### config.mk
export PLATFORM = sky130hd
export DESIGN_NAME = hybrid_angle_scheduler
export DESIGN_NICKNAME = d
export VERILOG_FILES = /design/src/rtl/hybrid_angle_scheduler.sv
export SDC_FILE = /design/constraint.sdc
export NUM_CORES = 1
export LEC_CHECK = 0
export CAP_MARGIN = 20
export CORE_MARGIN = 5
export CORE_UTILIZATION = 30
export DETAILED_ROUTE_END_ITERATION = 6
export PLACE_DENSITY_LB_ADDON = 0.1
export SYNTH_ARGS = -nofsm -noshare
export SYNTH_HDL_FRONTEND = slang
export SYNTH_SLANG_ARGS = --single-unit
### constraint.sdc
create_clock -name i_clock -period 11.6 [get_ports i_clock]
set_clock_uncertainty 0.2 [all_clocks]
set_input_delay 3.48 -clock i_clock [delete_from_list [all_inputs] [get_ports i_clock]]
set_output_delay 3.48 -clock i_clock [all_outputs]
set_load 0.01 [all_outputs]
### src/rtl/hybrid_angle_scheduler.sv
// Start-up sequencing, handshaked target capture and sigma-synchronous ramping of ZVS/phi angles.
// Angles step by at most STEP per sigma event; a sigma watchdog drops the controller into FAULT.
module hybrid_angle_scheduler #(
  parameter logic signed [31:0] ZVS_INIT    = 32'sd10,
  parameter logic signed [31:0] PHI_INIT    = 32'sd0,
  parameter logic signed [31:0] ANGLE_MAX   = 32'sd90,
  parameter logic signed [31:0] STEP        = 32'sd1,
  parameter int unsigned        START_DELAY = 100,
  parameter int unsigned        TIMEOUT     = 50000
) (
  input  logic               i_clock,
  input  logic               i_RESET,
  input  logic               i_enable,
  input  logic               i_fault_clear,
  input  logic [1:0]         i_sigma,
  input  logic               i_target_valid,
  output logic               o_target_ready,
  input  logic signed [31:0] i_ZVS_target,
  input  logic signed [31:0] i_phi_target,
  output logic signed [31:0] o_ZVS,
  output logic signed [31:0] o_phi,
  output logic               o_ctrl_resetn,
  output logic               o_locked,
  output logic               o_fault,
  output logic [1:0]         o_state
);

  localparam logic [1:0] S_IDLE    = 2'd0;
  localparam logic [1:0] S_STARTUP = 2'd1;
  localparam logic [1:0] S_RUN     = 2'd2;
  localparam logic [1:0] S_FAULT   = 2'd3;

  localparam logic signed [32:0] L_STEP = {STEP[31], STEP};

  logic [1:0]         r_state;
  logic signed [31:0] r_zvs, r_phi, r_zvs_tgt, r_phi_tgt;
  logic               r_ctrl_resetn, r_fault;
  logic [31:0]        r_cnt, r_wdog;
  logic [1:0]         r_sigma_prev;

  logic w_event, w_locked, w_hs, w_timeout;

  // Differences are formed at 33 bits so extreme targets/outputs cannot wrap.
  function automatic logic signed [31:0] f_ramp(input logic signed [31:0] cur,
                                                input logic signed [31:0] tgt);
    logic signed [32:0] diff;
    diff = {tgt[31], tgt} - {cur[31], cur};
    if (diff > L_STEP)       f_ramp = cur + STEP;
    else if (diff < -L_STEP) f_ramp = cur - STEP;
    else                     f_ramp = tgt;
  endfunction

  function automatic logic signed [31:0] f_clamp(input logic signed [31:0] t);
    if (t > ANGLE_MAX)       f_clamp = ANGLE_MAX;
    else if (t < -ANGLE_MAX) f_clamp = -ANGLE_MAX;
    else                     f_clamp = t;
  endfunction

  assign w_event   = (i_sigma != r_sigma_prev);
  assign w_locked  = (r_state == S_RUN) && (r_zvs == r_zvs_tgt) && (r_phi == r_phi_tgt);
  assign w_hs      = i_target_valid && w_locked;
  assign w_timeout = !w_event && (r_wdog == TIMEOUT - 1);

  always_ff @(posedge i_clock or negedge i_RESET) begin
    if (!i_RESET) begin
      r_state       <= S_IDLE;
      r_zvs         <= ZVS_INIT;
      r_phi         <= PHI_INIT;
      r_zvs_tgt     <= ZVS_INIT;
      r_phi_tgt     <= PHI_INIT;
      r_ctrl_resetn <= 1'b0;
      r_fault       <= 1'b0;
      r_cnt         <= '0;
      r_wdog        <= '0;
      r_sigma_prev  <= 2'b00;
    end else begin
      r_sigma_prev <= i_sigma;
      case (r_state)
        S_IDLE: begin
          r_ctrl_resetn <= 1'b0;
          if (i_enable) begin
            r_state <= S_STARTUP;
            r_cnt   <= '0;
          end
        end
        S_STARTUP: begin
          if (!i_enable) begin
            r_state   <= S_IDLE;
            r_zvs     <= ZVS_INIT;
            r_phi     <= PHI_INIT;
            r_zvs_tgt <= ZVS_INIT;
            r_phi_tgt <= PHI_INIT;
          end else if (r_cnt == START_DELAY - 1) begin
            r_state       <= S_RUN;
            r_ctrl_resetn <= 1'b1;
            r_wdog        <= '0;
          end else begin
            r_cnt <= r_cnt + 32'd1;
          end
        end
        S_RUN: begin
          // Watchdog expiry outranks a simultaneous disable.
          if (w_timeout) begin
            r_state       <= S_FAULT;
            r_fault       <= 1'b1;
            r_ctrl_resetn <= 1'b0;
            r_zvs         <= ZVS_INIT;
            r_phi         <= PHI_INIT;
            r_zvs_tgt     <= ZVS_INIT;
            r_phi_tgt     <= PHI_INIT;
          end else if (!i_enable) begin
            r_state       <= S_IDLE;
            r_ctrl_resetn <= 1'b0;
            r_zvs         <= ZVS_INIT;
            r_phi         <= PHI_INIT;
            r_zvs_tgt     <= ZVS_INIT;
            r_phi_tgt     <= PHI_INIT;
          end else begin
            r_wdog <= w_event ? 32'd0 : r_wdog + 32'd1;
            if (w_event) begin
              r_zvs <= f_ramp(r_zvs, r_zvs_tgt);
              r_phi <= f_ramp(r_phi, r_phi_tgt);
            end
            if (w_hs) begin
              r_zvs_tgt <= f_clamp(i_ZVS_target);
              r_phi_tgt <= f_clamp(i_phi_target);
            end
          end
        end
        S_FAULT: begin
          if (i_fault_clear) begin
            r_state <= S_IDLE;
            r_fault <= 1'b0;
          end
        end
      endcase
    end
  end

  assign o_ZVS          = r_zvs;
  assign o_phi          = r_phi;
  assign o_ctrl_resetn  = r_ctrl_resetn;
  assign o_locked       = w_locked;
  assign o_target_ready = w_locked;
  assign o_fault        = r_fault;
  assign o_state        = r_state;

endmodule
Yosys cells after proc, flatten, opt, wreduce, memory -nomap -nowiden
Index checks and enable logic that the tools add are counted.
{"block": "word_totals", "reg_bits": 198, "in_bits": 71, "output_inout_bits": 70, "elab_cells": 115}
{"block": "classes", "add_sub_neg": 8, "order_cmp": 8, "eq_ne": 21, "muxes": 51, "reduce_logical": 17}
{"operator": "$mux 32", "count": 30}
{"operator": "$pmux 32 s2", "count": 6}
{"operator": "$gt 33x2->1 const B", "count": 2}
{"operator": "$lt 33x1->1 const B", "count": 2}
{"operator": "$sub 32x32->33", "count": 2}
{"operator": "$add 32x1->32 const B", "count": 2}
{"operator": "$add 32x2->32 const B", "count": 2}
{"operator": "$eq 32x32->1", "count": 2}
{"operator": "$gt 32x8->1 const B", "count": 2}
{"operator": "$lt 32x8->1 const B", "count": 2}
{"operator": "$sub 32x2->32 const B", "count": 2}
{"operator": "$eq 32x16->1 const B", "count": 1}
{"operator": "$eq 32x7->1 const B", "count": 1}
{"operator": "$ne 2x2->1 const B", "count": 9}
{"operator": "$mux 2", "count": 6}
{"operator": "$reduce_and 4->1", "count": 3}
{"operator": "$reduce_and 3->1", "count": 3}
{"operator": "$ne 4x4->1 const B", "count": 2}
{"operator": "$pmux 2 s4", "count": 1}
{"operator": "$mux 1", "count": 6}
{"operator": "$ne 3x3->1 const B", "count": 2}
{"operator": "$reduce_bool 2->1", "count": 3}
{"operator": "$reduce_and 5->1", "count": 1}
{"operator": "$eq 2x2->1 const B", "count": 2}
{"operator": "8 further kinds", "count": 11}

Logic depth before layout (Yosys ltp)
{"block": "logic_depth", "word_depth": 8, "ltp_mapped": 18, "mapped_depth_nobuf": 15}

Worst setup path after synthesis
No wires, ideal clock.
{"block": "synth_timing", "kind": "flip-flop to output port", "start": "reg r_zvs[20] (netlist: o_ZVS[20])", "end": "out o_target_ready", "arrival_time_ps": 2566, "required_time_ps": 7920, "slack_ps": 5354, "stages_incl_launch_ff": 9, "path_buffers": 2, "cell_sequence": "dfrtp_1 -> inv_1 -> ha_1 -> clkbuf_1 -> and4_1 -> nand2_1 -> or4_1 -> nor3_1 -> buf_4"}
{"block": "synth_via", "elab_chain_cells": 3}
{"element": "start, declared", "line_no": "36", "source": "logic signed [31:0] r_zvs, r_phi, r_zvs_tgt, r_phi_tgt;"}
{"element": "start signal, assigned", "line_no": "121", "source": "r_zvs <= f_ramp(r_zvs, r_zvs_tgt);"}
{"element": "$eq 32x32->1", "line_no": "60", "source": "assign w_locked = (r_state == S_RUN) && (r_zvs == r_zvs_tgt) && (r_phi == r_phi_tgt);"}
{"element": "$logic_and 1x1->1 (2 in a row)", "line_no": "60"}
{"element": "end, declared", "line_no": "17", "source": "output logic o_target_ready,"}
No other way between the ends.

Final worst setup path
{"block": "layout_timing", "start": "reg r_zvs[22] (netlist: o_ZVS[22])", "end": "out o_locked"}
{"block": "layout_via", "elab_chain_cells": 3}
{"element": "$eq 32x32->1", "line_no": "60"}
{"element": "$logic_and 1x1->1 (2 in a row)", "line_no": "60"}
{"element": "end, declared", "line_no": "23", "source": "output logic o_locked,"}
No other way between the ends.

==> flow_metrics.env <==
export IMPL_start_kind="flip-flop"
export IMPL_drc=0
export IMPL_wl_per_cell_um=22.1
export IMPL_synth_top_flop_cell="dfrtp_1"
export IMPL_layout_nets=2556
export IMPL_end_kind="primary output"
export IMPL_rr_endpoint="o_phi[12]$_DFFE_PN0P_"
export IMPL_antenna_found_initial=6
export IMPL_die_area_sq_um=63200
export IMPL_htreeDepth=4
export IMPL_drive_above_1_share_pct=4.21
export IMPL_hpwl_um=54400
export IMPL_netlist_area_leader_share_pct=27.8
export IMPL_yosys_mux_area_fraction_pct=1.22
export IMPL_drt_initial_drc_count=1848
export IMPL_cts_hold_buffers_added=0
export IMPL_synth_area_top_cells="dfrtp_1 28%, o21ai_0 6.9%, nand2_1 5.5%"
export IMPL_cap_violations=0
export IMPL_postCtsSetupRepairBufs=0
export IMPL_synth_edf_count=0
export IMPL_holdWs_ns=0.302
export IMPL_ys_ff_latch=198
export IMPL_max_freq_ghz=0.128
export IMPL_hold_depth=1
export IMPL_synth_xor_area_share_pct=5.21
export IMPL_critPathCapture="o_locked"
export IMPL_hold_viol_final=0
export IMPL_fin_crit_sh_pct=67.2
export IMPL_grt_util_all_layers_pct=21.5
export IMPL_cp_required_ns=7.92
export IMPL_final_area_sq_um=20300
export IMPL_root_buffer="clkbuf_16"
export IMPL_grt_start_max_net_pins=100
export IMPL_die_height_um=251
export IMPL_worstPathArrival_ns=4.11
export IMPL_area_delta_synth_final_pct=16.1
export IMPL_multi_input_area_sq_um=11700
export IMPL_core_area_sq_um=57700
export IMPL_synth_most_common_cell="nand2_1"
export IMPL_synth_area_per_cell_sq_um=7.51
export IMPL_holdCritPathClass="reg -> reg"
export IMPL_async_flop_share_pct=100
export IMPL_grt_pass1_vias=17900
export IMPL_synth_largest_area_cell="dfrtp_1"
export IMPL_synth_fp_nets=2479
export IMPL_cts_tree="built"
export IMPL_reg2reg_setup_slack_ns=5.58
export IMPL_synthSimpleGateAreaFrac_pct=28.3
export IMPL_synthTopCellsByCount="254 x nand2_1, 242 x o21ai_0, 227 x nor2_1"
export IMPL_row_count=88
export IMPL_netlist_instances=2330
export IMPL_worst_path_max_fanout=9
export IMPL_clk_pin_slew_worst_paths_ns=0.08
export IMPL_io_buffers=140
export IMPL_synth_seq_area_share_pct=28.4
export IMPL_clk_path_buf_depth=2
export IMPL_syn_area_sq_um=17500
export IMPL_ys_types=90
export IMPL_setup_viol=0
export IMPL_ant_nets=0
export IMPL_slew_viol_final=0
export IMPL_place_area_sq_um=19600
export IMPL_cts_num_sinks=198
export IMPL_gr_total_overflow=0
export IMPL_crit_type="reg -> out"
export IMPL_cts_buffers=17
export IMPL_detailroute_via_count=18800
export IMPL_tns_ns=0
export IMPL_gp_congestion=0.915
export IMPL_start_util_pct=30.3
export IMPL_drtPass1Iterations=5
export IMPL_ctsResizeCount=0
export IMPL_die_w_um=251
export IMPL_synth_top_family_by_area="simple AND/OR/NAND/NOR gates"
export IMPL_outcome="completed"
export IMPL_drt_vias_per_instance=5.88
export IMPL_synthAdderAreaFrac_pct=5.67
export IMPL_fill_cells=6189
export IMPL_io_pins=141
export IMPL_synth_compound_area_share_pct=26.5
export IMPL_slew_headroom_pct=21.7
export IMPL_grt_setup_unrepaired="false"
export IMPL_regArea_sq_um=4960
export IMPL_worst_pin_slew_ns=1.17
export IMPL_reg2regPathDepth=13
export IMPL_grt_pass1_wl_um=108000
export IMPL_yosys_warnings=0
export IMPL_totalWireLength_um=70500
export IMPL_final_min_clock_period_ns=7.79
export IMPL_clk_insertion_delay_late_ns=0.50
export IMPL_reg2reg_from="o_phi[9]$_DFFE_PN0P_"
export IMPL_final_util_pct=35.2
export IMPL_startpoint="o_ZVS[22]$_DFFE_PN0P_"
-- how the worst min path moves through the flow --
stage | startpoint | to | slack [ns]
after floorplan | r_zvs_tgt[3]$_DFFE_PN1P_ | r_zvs_tgt[3]$_DFFE_PN1P_ | 0.25
after global placement | r_cnt[0]$_DFFE_PN0P_ | r_cnt[0]$_DFFE_PN0P_ | 0.29
after detailed placement | r_cnt[0]$_DFFE_PN0P_ | r_cnt[0]$_DFFE_PN0P_ | 0.30
after CTS | r_cnt[0]$_DFFE_PN0P_ | r_cnt[0]$_DFFE_PN0P_ | 0.31
after global routing | r_cnt[0]$_DFFE_PN0P_ | r_cnt[0]$_DFFE_PN0P_ | 0.33
final | r_cnt[0]$_DFFE_PN0P_ | r_cnt[0]$_DFFE_PN0P_ | 0.30
-- sequential cells by signal, indices dropped and copies added, names as in the netlist, 2 cells and up --
signal and flops:
o_ZVS 32, o_phi 32, r_cnt 32, r_phi_tgt 32, r_wdog 32, r_zvs_tgt 32
o_state 2, r_sigma_prev 2
-- routing by layer --
metal  track usage (%)  wire length (um)
met5                 0                87
met2              31.9             30000
met1              31.8             34400
met3              4.91              4800
met4              5.25              1280
-- placed cells by master, fill, tap and decap left out, drive strengths merged, types with 9 or more instances in the layout --
master | synthesis | routed
o22ai | 31 | 31
o221ai | 33 | 33
a211oi | 14 | 14
xor2 | 43 | 43
nor3 | 92 | 92
o21a | 27 | 27
nand2b | 13 | 13
and4 | 24 | 24
inv | 102 | 104
and3 | 52 | 52
nor4 | 52 | 52
nor4b | 9 | 9
nand4 | 72 | 72
a21o | 34 | 34
o21ai | 248 | 248
nand3 | 92 | 92
o2111ai | 9 | 9
or3 | 41 | 41
a21oi | 153 | 153
nor2 | 227 | 227
a21boi | 9 | 9
mux2i | 18 | 18
clkbuf | 84 | 19
or4 | 18 | 18
o211ai | 26 | 26
ha | 76 | 76
and2 | 15 | 15
o211a | 9 | 9
o31ai | 16 | 16
nand2 | 254 | 254
buf | 22 | 24
or2 | 14 | 14
dfrtp | 194 | 194
a31oi | 12 | 12
clkdlybuf4s50 | 0 | 139
xnor2 | 61 | 61
-- cells by family after synthesis --
logic type      Yosys count
simple gates            997
buf+inv                 211
fa+ha+maj                78
flops                   198
compound gates          721
xor+xnor                104
mux                      21
-- cell type report --
type                       instances  share of cell area (%)
antenna                            2                  0.0247
clock buffer                      18                    2.16
clock inverter                    14                    1.11
inverter                         105                    1.94
multi-input combinational       1921                    57.8
sequential                       198                    24.4
tap                              765                    4.71
timing repair buffer             164                    7.81
-- critical path, stage by stage (launching register included) --
cell,delay (ns)
dfrtp_1,0.42
clkinv_1,0.22
ha_1,0.54
and4_1,0.32
nand2_1,0.11
or4_1,0.68
nor3_1,0.50
clkdlybuf4s50_1,0.81
-- metrics by stage --
| stage | setup WS, ns | instances |
|---|---|---|
| floorplan | 5.35 | 2330 |
| global placement | 4.24 | 3153 |
| detailed placement | 4.20 | 3153 |
| CTS | 3.85 | 3185 |
| global route | 3.71 | 3186 |
| finish | 3.81 | 3187 |
Power is not shown: default switching activity piles up to over one toggle a cycle in this logic, so the estimate is an artifact.
